`src/rtl/uart_transmitter.sv`:
```
// UART serializer: pops one byte per frame from a FWFT TX FIFO and shifts out
// start, 5-8 data bits LSB first, optional parity and 1-2 stop bits on the baud tick.
module uart_transmitter #(
  parameter int unsigned OVERSAMPLE = 16
) (
  input  logic       clk_i,
  input  logic       rst_n_i,
  input  logic       ov_baud_tick_i,
  input  logic [7:0] data_tx_i,
  input  logic       tx_fifo_empty_i,
  output logic       tx_fifo_read_o,
  input  logic [5:0] config_i,
  output logic       tx_o,
  output logic       tx_done_o,
  output logic       tx_idle_o
);

  typedef enum logic [2:0] {
    S_IDLE,
    S_START,
    S_DATA,
    S_PARITY,
    S_STOP
  } state_e;

  localparam logic [3:0] TICK_LAST = 4'(OVERSAMPLE - 1);

  state_e     state_q;
  logic [7:0] shift_q;
  logic [5:0] cfg_q;
  logic [3:0] tick_q;
  logic [2:0] bit_q;
  logic       par_q;
  logic       tx_q;

  logic       tick_wrap_c;
  logic [2:0] last_data_c;
  logic       parity_en_c;
  logic       last_stop_c;
  logic       pop_c;
  logic [7:0] width_mask_c;

  assign tick_wrap_c  = ov_baud_tick_i && (tick_q == TICK_LAST);
  assign last_data_c  = 3'(cfg_q[5:4]) + 3'd4;
  assign parity_en_c  = ~cfg_q[3];
  assign last_stop_c  = (cfg_q[1:0] == 2'b01) ? (bit_q == 3'd1) : (bit_q == 3'd0);
  assign width_mask_c = 8'(8'hFF >> (2'd3 - config_i[5:4]));

  // Pop is issued in the IDLE cycle itself so the FIFO head is consumed on the latching edge.
  assign pop_c          = rst_n_i && (state_q == S_IDLE) && !tx_fifo_empty_i;
  assign tx_fifo_read_o = pop_c;
  assign tx_done_o      = rst_n_i && (state_q == S_STOP) && tick_wrap_c && last_stop_c;
  assign tx_idle_o      = (state_q == S_IDLE);
  assign tx_o           = tx_q;

  always_ff @(posedge clk_i) begin
    if (!rst_n_i) begin
      state_q <= S_IDLE;
      shift_q <= 8'h00;
      cfg_q   <= 6'h00;
      tick_q  <= 4'd0;
      bit_q   <= 3'd0;
      par_q   <= 1'b0;
      tx_q    <= 1'b1;
    end else begin
      case (state_q)
        S_IDLE: begin
          tx_q <= 1'b1;
          if (pop_c) begin
            shift_q <= data_tx_i;
            cfg_q   <= config_i;
            // Even parity of the active bits, flipped for odd mode.
            par_q   <= (^(data_tx_i & width_mask_c)) ^ config_i[2];
            tick_q  <= 4'd0;
            bit_q   <= 3'd0;
            tx_q    <= 1'b0;
            state_q <= S_START;
          end
        end
        S_START, S_DATA, S_PARITY, S_STOP: begin
          if (ov_baud_tick_i) begin
            if (tick_q != TICK_LAST) begin
              tick_q <= tick_q + 4'd1;
            end else begin
              tick_q <= 4'd0;
              case (state_q)
                S_START: begin
                  tx_q    <= shift_q[0];
                  bit_q   <= 3'd0;
                  state_q <= S_DATA;
                end
                S_DATA: begin
                  if (bit_q == last_data_c) begin
                    bit_q <= 3'd0;
                    if (parity_en_c) begin
                      tx_q    <= par_q;
                      state_q <= S_PARITY;
                    end else begin
                      tx_q    <= 1'b1;
                      state_q <= S_STOP;
                    end
                  end else begin
                    bit_q   <= bit_q + 3'd1;
                    shift_q <= {1'b0, shift_q[7:1]};
                    tx_q    <= shift_q[1];
                  end
                end
                S_PARITY: begin
                  tx_q    <= 1'b1;
                  bit_q   <= 3'd0;
                  state_q <= S_STOP;
                end
                S_STOP: begin
                  tx_q <= 1'b1;
                  if (last_stop_c) begin
                    bit_q   <= 3'd0;
                    state_q <= S_IDLE;
                  end else begin
                    bit_q <= bit_q + 3'd1;
                  end
                end
                default: begin
                  tx_q    <= 1'b1;
                  state_q <= S_IDLE;
                end
              endcase
            end
          end
        end
        default: begin
          tx_q    <= 1'b1;
          tick_q  <= 4'd0;
          bit_q   <= 3'd0;
          state_q <= S_IDLE;
        end
      endcase
    end
  end

endmodule
```
`config.mk`:
```
export PLATFORM = sky130hd
export DESIGN_NAME = uart_transmitter
export DESIGN_NICKNAME = d
export VERILOG_FILES = /design/src/rtl/uart_transmitter.sv
export SDC_FILE = /design/constraint.sdc
export NUM_CORES = 1
export LEC_CHECK = 0
export CORE_ASPECT_RATIO = 1.2
export CORE_MARGIN = 2
export CORE_UTILIZATION = 55
export CTS_BUF_LIST = sky130_fd_sc_hd__clkbuf_4
export DETAILED_ROUTE_END_ITERATION = 10
export GPL_ROUTABILITY_DRIVEN = 0
export PLACE_DENSITY_LB_ADDON = 0.12
export SLEW_MARGIN = 30
export SYNTH_ARGS = -nofsm -noshare
export SYNTH_HDL_FRONTEND = slang
export SYNTH_SLANG_ARGS = --single-unit
```
`constraint.sdc`:
```
create_clock -name clk_i -period 2.2 [get_ports clk_i]
set_input_delay 0.55 -clock clk_i [delete_from_list [all_inputs] [get_ports clk_i]]
set_output_delay 0.55 -clock clk_i [all_outputs]
set_load 0.02 [all_outputs]
```
-- Word-level counts from Yosys, hierarchy flattened
Index checks and enable logic that the tools add are counted.
- register bits after elaboration: 26
- latch bits: 0
- memory bits (writable): 0
- ROM bits: 0
- output and inout bits: 4
- word-level logic and storage cells: 83
- memories: 0
- $add $sub $neg: 4
- multipliers: 0
- divide/modulo/power cells: 0
- magnitude comparators: 0
- equal/unequal tests: 17
- shift operators: 1
- muxes and demuxes: 33
- bitwise gates (word level): 2
- reduce and logical (&&, ||, !) cells: 19
- operators with widths (operator ; count):
    $mux W8 ; 5
    $mux W3 ; 11
    $pmux W8 S2 ; 1
    $mux W4 ; 3
    $pmux W3 S2 ; 2
    $pmux W3 S4 ; 1
    $ne A2 B2 Y1 const B ; 5
    $pmux W3 S3 ; 1
    $and A8 B8 Y8 ; 1
    $ne A4 B4 Y1 const B ; 2
    $pmux W4 S2 ; 1
    $reduce_xor A8 Y1 ; 1
    $shr A8 B2 Y8 const A ; 1
    $eq A3 B1 Y1 const B ; 2
    $eq A3 B2 Y1 const B ; 2
    $logic_and A1 B1 Y1 ; 6
    $logic_not A3 Y1 ; 2
    $mux W1 ; 6
    $ne A3 B3 Y1 const B ; 2
    $reduce_and A2 Y1 ; 3
    $reduce_and A6 Y1 ; 1
    $reduce_and A5 Y1 ; 1
    $add A4 B1 Y4 const B ; 1
    $eq A4 B4 Y1 const B ; 1
    13 further kinds ; 14

-- Depth between registers and ports, before layout
Gate-level depths: netlist of run 1.
- depth after elaboration: 7
- gate-level depth with buffers: 7
- gate-level depth less buffers: 6

-- Worst setup path after synthesis of run 1
OpenSTA, ideal clock, no wires.
- path kind: input -> output
- from: input port rst_n_i
- to: output port tx_fifo_read_o
- arrival: 1.344 ns
- required time: 1.650 ns
- setup slack: 0.306 ns
- stages: 4
- buffers on the path: 1
- path through: nor2b_1 > nand2_1 > nor2_1 > buf_4
- longest elaborated chain between the ends: 2
- RTL lines (what ; RTL line ; source):
    start: declaration ; 7 ; input logic rst_n_i,
    $logic_and A1 B1 Y1 (2 in a row) ; 50 ; assign pop_c = rst_n_i && (state_q == S_IDLE) && !tx_fifo_empty_i;
    end: declaration ; 11 ; output logic tx_fifo_read_o,
Every way passes these cells.

-- Worst setup path after layout of run 1
- from: input port rst_n_i
- to: output port tx_done_o
- longest elaborated chain between the ends: 3
- RTL lines (what ; RTL line ; source):
    $logic_and A1 B1 Y1 (3 in a row) ; 52 ; assign tx_done_o = rst_n_i && (state_q == S_STOP) && tick_wrap_c && last_stop_c;
    end: declaration ; 14 ; output logic tx_done_o,
Every way passes these cells.

==> results of run 1 <==
-- how the worst max path moves through the flow --
stage	startpoint	endpoint	slack, ns	cells past startpoint
3_3_place_gp	rst_n_i	tx_fifo_read_o	-0.51	5
3_5_place_dp	ov_baud_tick_i	tx_done_o	-0.56	5
6_report	rst_n_i	tx_done_o	0.07	4
5_1_grt	bit_q[0]$_SDFFE_PN0P_	tx_done_o	0.002	6
4_1_cts	ov_baud_tick_i	tx_done_o	-0.08	5
2_1_floorplan	rst_n_i	tx_fifo_read_o	0.31	4
-- registers in the layout, summed over array words and instances (netlist names) --
name	flops
tx_o	1
par_q	1
shift_q	8
cfg_q	5
bit_q	3
state_q	3
tick_q	4
-- cells in the mapped netlist, types with 2 or more instances --
cell / number
nand4_1: 2
o21ai_0: 10
mux2i_1: 11
nor4_1: 3
xor2_1: 4
ha_1: 4
a211oi_1: 6
buf_6: 4
nand3_1: 5
a21oi_1: 4
clkbuf_1: 2
nor2_1: 18
nor2_2: 3
nor3_1: 2
inv_1: 8
nand2_1: 20
xnor2_1: 13
dfxtp_1: 25
buf_2: 2
a211oi_2: 2
-- cell families (layout without fill, tap and decap cells) --
logic type                 Yosys count  in the layout
adders and majority gates            4              4
AOI/OAI and AO/OA                   36             36
DFF                                 25             25
xor gates and xnor gates            17             17
and+or+nand+nor                     64             64
muxes                               11             11
buffers and inverters               17             53
-- what timing repair did --
item,in CTS,in global routing
pin swaps,3,1
endpoints found under the setup margin,3,2
gates cloned,0,0
hold endpoints to repair,0,0
gates resized for setup,14,5
buffers inserted,1,0
-- critical path, cell delays in order --
cell,delay (ns)
clkdlybuf4s50_1,0.48
buf_4,0.20
and4_1,0.22
buf_6,0.12
-- power groups by stage --
stage | clock, W | sequential (W) | combinational [W]
2_1_floorplan | 0 | 0.000507 | 0.000145
3_3_place_gp | 0 | 0.000506 | 0.000227
3_5_place_dp | 0 | 0.000507 | 0.000237
4_1_cts | 0.000221 | 0.000497 | 0.000237
5_1_grt | 0.000235 | 0.000500 | 0.000264
6_report | 0.000212 | 0.000497 | 0.000239
-- per-layer routing --
metal | share of wire [%] | vias up | GRT usage [%]
li1 | - | 678 | -
met4 | 2.4 | 0 | 15.0
met2 | 53 | 37 | 47.6
met3 | 3.1 | 9 | 3.40
met1 | 42 | 642 | 26.0
met5 | 0 | - | 0
-- final cells by class --
| cell class | instances | area share (%) |
|---|---|---|
| clock buffers | 3 | 1.19 |
| clock inverters | 1 | 0.264 |
| inverters | 8 | 1.58 |
| multi-input cells | 132 | 48.7 |
| flip-flops and latches | 25 | 26.4 |
| well taps | 33 | 2.18 |
| repair buffers | 41 | 19.7 |
-- metrics by stage --
step                      hold WS [ns]  TNS, ns
after floorplan                  0.431        0
after global placement           0.449    -1.01
after detailed placement         0.461    -1.45
after CTS                        0.479  -0.0816
after global routing             0.491        0
final                            0.473        0
==> flow_summary.json, run 1 <==
{
  "status": "completed",
  "worst_setup_path_start_kind": "primary input",
  "drt_iter0_drc": 18,
  "wirelength_mm": 3.39,
  "die_h_um": 61.1,
  "ant_nets": 0,
  "firstDrtPassIters": 4,
  "crit_path_end_kind": "output pin",
  "cts_hold_buf": 0,
  "fin_crit_ns": 2.13,
  "pre_cts_ws_ns": -0.561,
  "nets": 233,
  "synthCells": 174,
  "tightest_slew_ns": 0.646,
  "rsz0062_at_grt": "false",
  "slew_viol_final": 0,
  "crit_fanout": 13,
  "final_util_pct": 74.3,
  "powerDensity_nw_per_um2": 501,
  "setup_viol": 0,
  "portBuffers": 21,
  "rows": 20,
  "synth_simple_gate_area_share_pct": 20.9,
  "design_area_um2": 1900,
  "synth_cell_type_count": 46,
  "synthTopCellsByArea": "dfxtp_1 (34%), xnor2_1 (7.6%), mux2i_1 (7.4%)",
  "antennaDiodeCount": 0,
  "synth_top_area_share_pct": 33.5,
  "r2r_slack_ns": 0.44,
  "synth_flop_cell": "dfxtp_1",
  "synth-async-reset-ratio_pct": 0,
  "hold-path-endpoint": "cfg_q[1]$_SDFFE_PN0P_",
  "tritoncts": "built",
  "grt_pass1_wl_mm": 5.90,
  "fmax_ghz": 0.470,
  "ys_seq_area_share_pct": 33.5,
  "clk_pin_slew_worst_paths_ns": 0.14,
  "vdd_drop_max_mv": 0.355,
  "worstHoldPathType": "flip-flop to flip-flop",
  "drcViolationCount": 0,
  "synthAdderAreaFrac_pct": 3.35,
  "rr_endpoint": "bit_q[0]$_SDFFE_PN0P_",
  "num_io_pins": 22,
  "slew_headroom_pct": 56.7,
  "worstSetupPathType": "primary input to output pin",
  "die_w_um": 51.6,
  "clockBufferDepth": 2,
  "critical_path_required_ns": 1.65,
  "final_common_cell": "dfxtp_1",
  "combPwrFrac_pct": 25.2,
  "max_cap_violations": 0,
  "seqPwrFrac_pct": 52.4,
  "place_hpwl_mm": 2.66,
  "finClkSkew_ns": 0.00134,
  "dpl.cell_count": 238,
  "grt_usage_pct": 25.0,
  "mostFrequentLayoutCells": "dfxtp_1 (25), buf_4 (20), nand2_1 (19), nor2_1 (17), clkdlybuf4s50_1 (17)",
  "first_global_vias": 1467,
  "hp-start": "cfg_q[1]$_SDFFE_PN0P_",
  "hold_path_depth": 2,
  "htreeDepth": 1,
  "synth_top_family_by_area": "simple AND/OR/NAND/NOR gates",
  "syn_area_um2": 1490,
  "power.leakage_nw": 0.751,
  "muxShareOfSynthArea_pct": 7.37,
  "synth_warnings": 0,
  "synth.avg_cell_area_um2": 8.59,
  "cts_buffers": 3,
  "core_um2": 2550,
  "wl_per_cell_um": 14.0,
  "drive_above_1_share_pct": 21.0,
  "clk_latency_ns": 0.33,
  "cts_sinks": 25,
  "worst_slack_ns": 0.0735,
  "synth_edf_count": 0,
  "fin_cells": 243,
  "arrival_ns": 1.58,
  "hold_viol_final": 0,
  "power_frac_clock_pct": 22.4,
  "synth.net_count": 196,
  "clock-root-buffer": "clkbuf_4",
  "placed_area_um2": 1840,
  "p_switching_w": 0.000280,
  "rr_startpoint": "state_q[1]$_SDFFE_PN0P_",
  "vias_per_cell": 5.62,
  "route.vias.total": 1366,
  "area_delta_synth_final_pct": 26.9,
  "antenna_found_initial": 0,
  "grt-ovfl-total": 0,
  "r2r.worst_path.cells": 6,
  "ys_seq_elements": 25,
  "grt_max_degree": 16,
  "multiInputGateArea_um2": 923,
  "die_area_um2": 3150,
  "cell_internal_pwr_w": 0.000670,
  "fillers": 202,
  "synth_compound_area_share_pct": 18.2,
  "swShare_pct": 29.5,
  "finalCritPeriodShare_pct": 96.7,
  "synth-xor-area-share_pct": 9.97,
  "synth_largest_area_cell": "dfxtp_1",
  "register_area_um2": 500,
  "totalPowerFinal_w": 0.000949,
  "start_util_pct": 58.5
}
Note: power is estimated with default switching activity, not from simulation.
==> run 2: changes to the inputs <==
SKIP_CTS_REPAIR_TIMING = 1   (was not set)
==> run 2 against run 1 <==
  * Wire length unchanged
  * Sequential share of layout area increased by 0.25 points
  * Combinational power about the same
  * The flow now finishes with violations (setup timing)
  * Highest routed layer unchanged
  * Final area decreased by 0.92%
  * Clock skew about the same
  * Sequential power about the same
  * Largest cell class unchanged
  * Power decreased by 0.18%
  * Largest power group unchanged
  * Cell count decreased by 0.41%
==> flow_summary.json, run 2 (synthesized netlist as in run 1, its figures left out) <==
{
  "violations": "setup timing",
  "fin_crit_ns": 2.27,
  "grt_usage_pct": 24.9,
  "tritoncts": "built",
  "place_hpwl_mm": 2.66,
  "die_w_um": 51.6,
  "arrival_ns": 1.72,
  "clockBufferDepth": 2,
  "power.leakage_nw": 0.735,
  "grt_pass1_wl_mm": 5.88,
  "top_regs": "shift_q: 8 flops, cfg_q: 5 flops, tick_q: 4 flops",
  "hold_viol_final": 0,
  "wl_per_cell_um": 14.0,
  "tightest_slew_ns": 0.644,
  "clk_latency_ns": 0.32,
  "p_switching_w": 0.000278,
  "critical_path_required_ns": 1.65,
  "cts_buffers": 3,
  "grt_max_degree": 16,
  "power_frac_clock_pct": 22.3,
  "antennaDiodeCount": 0,
  "start_util_pct": 58.5,
  "finalCritPeriodShare_pct": 103,
  "worstHoldPathType": "flip-flop to flip-flop",
  "ant_nets": 0,
  "vdd_drop_max_mv": 0.354,
  "slew_headroom_pct": 56.9,
  "drive_above_1_share_pct": 20.6,
  "area_delta_synth_final_pct": 25.7,
  "cell_internal_pwr_w": 0.000670,
  "drcViolationCount": 0,
  "pre_cts_ws_ns": -0.561,
  "crit_path_end_kind": "output pin",
  "antenna_found_initial": 0,
  "htreeDepth": 1,
  "finClkSkew_ns": 0.00149,
  "setup_viol": 1,
  "die_area_um2": 3150,
  "route.vias.total": 1349,
  "rsz0062_at_grt": "true",
  "worstSetupPathType": "primary input to output pin",
  "worst_setup_path_start_kind": "primary input",
  "fmax_ghz": 0.440,
  "num_io_pins": 22,
  "wirelength_mm": 3.39,
  "slew_viol_final": 0,
  "die_h_um": 61.1,
  "max_cap_violations": 0,
  "status": "finished with violations",
  "cts_sinks": 25,
  "crit_fanout": 2,
  "setup_tns_ns": -0.0746,
  "combPwrFrac_pct": 25.3,
  "powerDensity_nw_per_um2": 505,
  "first_global_vias": 1441,
  "grt-ovfl-total": 0,
  "hold_slack_ns": 0.473,
  "seqPwrFrac_pct": 52.5,
  "portBuffers": 21,
  "firstDrtPassIters": 4,
  "largest_reg_flops": 8,
  "clk_pin_slew_worst_paths_ns": 0.14,
  "rows": 20,
  "mostFrequentLayoutCells": "dfxtp_1 (25), nand2_1 (19), buf_4 (19), clkdlybuf4s50_1 (18), nor2_1 (17)",
  "vias_per_cell": 5.57,
  "worst_slack_ns": -0.0746,
  "clock-root-buffer": "clkbuf_4",
  "totalPowerFinal_w": 0.000948,
  "final_common_cell": "dfxtp_1",
  "largest_register": "shift_q",
  "drt_iter0_drc": 20,
  "swShare_pct": 29.3,
  "nets": 232,
  "core_um2": 2550
}
-- run 2: cell count changes in the layout (fill, tap and decap cells not counted), sizes merged --
cell           before  now
clkdlybuf4s50      17   18
buf                22   20
clkbuf              3    4
dlygate4sd2         1    0
-- run 2: cell type report --
cell class                 instances  area (um2)
multi-input combinational        132         918
sequential                        25         500
clock buffer                       3        22.5
timing repair buffer              40         360
tap                               33        41.3
clock inverter                     1        5.00
fill                             207         674
inverter                           8        30.0
-- run 2: final timing paths --
check	from	to	slack, ns	cells past startpoint
setup / recovery	ov_baud_tick_i	tx_done_o	-0.07	5
hold / removal	cfg_q[1]$_SDFFE_PN0P_	cfg_q[1]$_SDFFE_PN0P_	0.47	2
setup reg to reg	state_q[1]$_SDFFE_PN0P_	bit_q[0]$_SDFFE_PN0P_	0.45	6
hold reg to reg	cfg_q[1]$_SDFFE_PN0P_	cfg_q[1]$_SDFFE_PN0P_	0.47	2
-- run 2: worst max-delay path, stage by stage --
cell             delay (ns)
clkdlybuf4s50_1        0.48
nand4_1                0.15
nor3_2                 0.17
and4_1                 0.21
clkbuf_2               0.17
-- run 2: routing by layer --
layer | track usage (%) | vias to the layer above | wire (um)
li1 | - | 679 | -
met1 | 26.5 | 624 | 1420
met2 | 47.8 | 35 | 1780
met3 | 2.91 | 11 | 106
met4 | 13.9 | 0 | 89
met5 | 0 | - | 0
-- run 2: metrics by stage --
stage / cell area [um2] / util, % / cells
floorplan: 1490 / - / 174
global placement: 1830 / 71.7 / 238
detailed placement: 1840 / 72.0 / 238
CTS: 1870 / 73.1 / 242
global route: 1880 / 73.6 / 242
finish: 1880 / 73.6 / 242
-- run 2: power groups by stage --
stage | clock, W | combinational [W] | sequential, W
final | 0.000211 | 0.000239 | 0.000497
after global routing | 0.000234 | 0.000264 | 0.000500
after CTS | 0.000221 | 0.000238 | 0.000497
after detailed placement | 0 | 0.000237 | 0.000507
after global placement | 0 | 0.000227 | 0.000506
after floorplan | 0 | 0.000145 | 0.000507
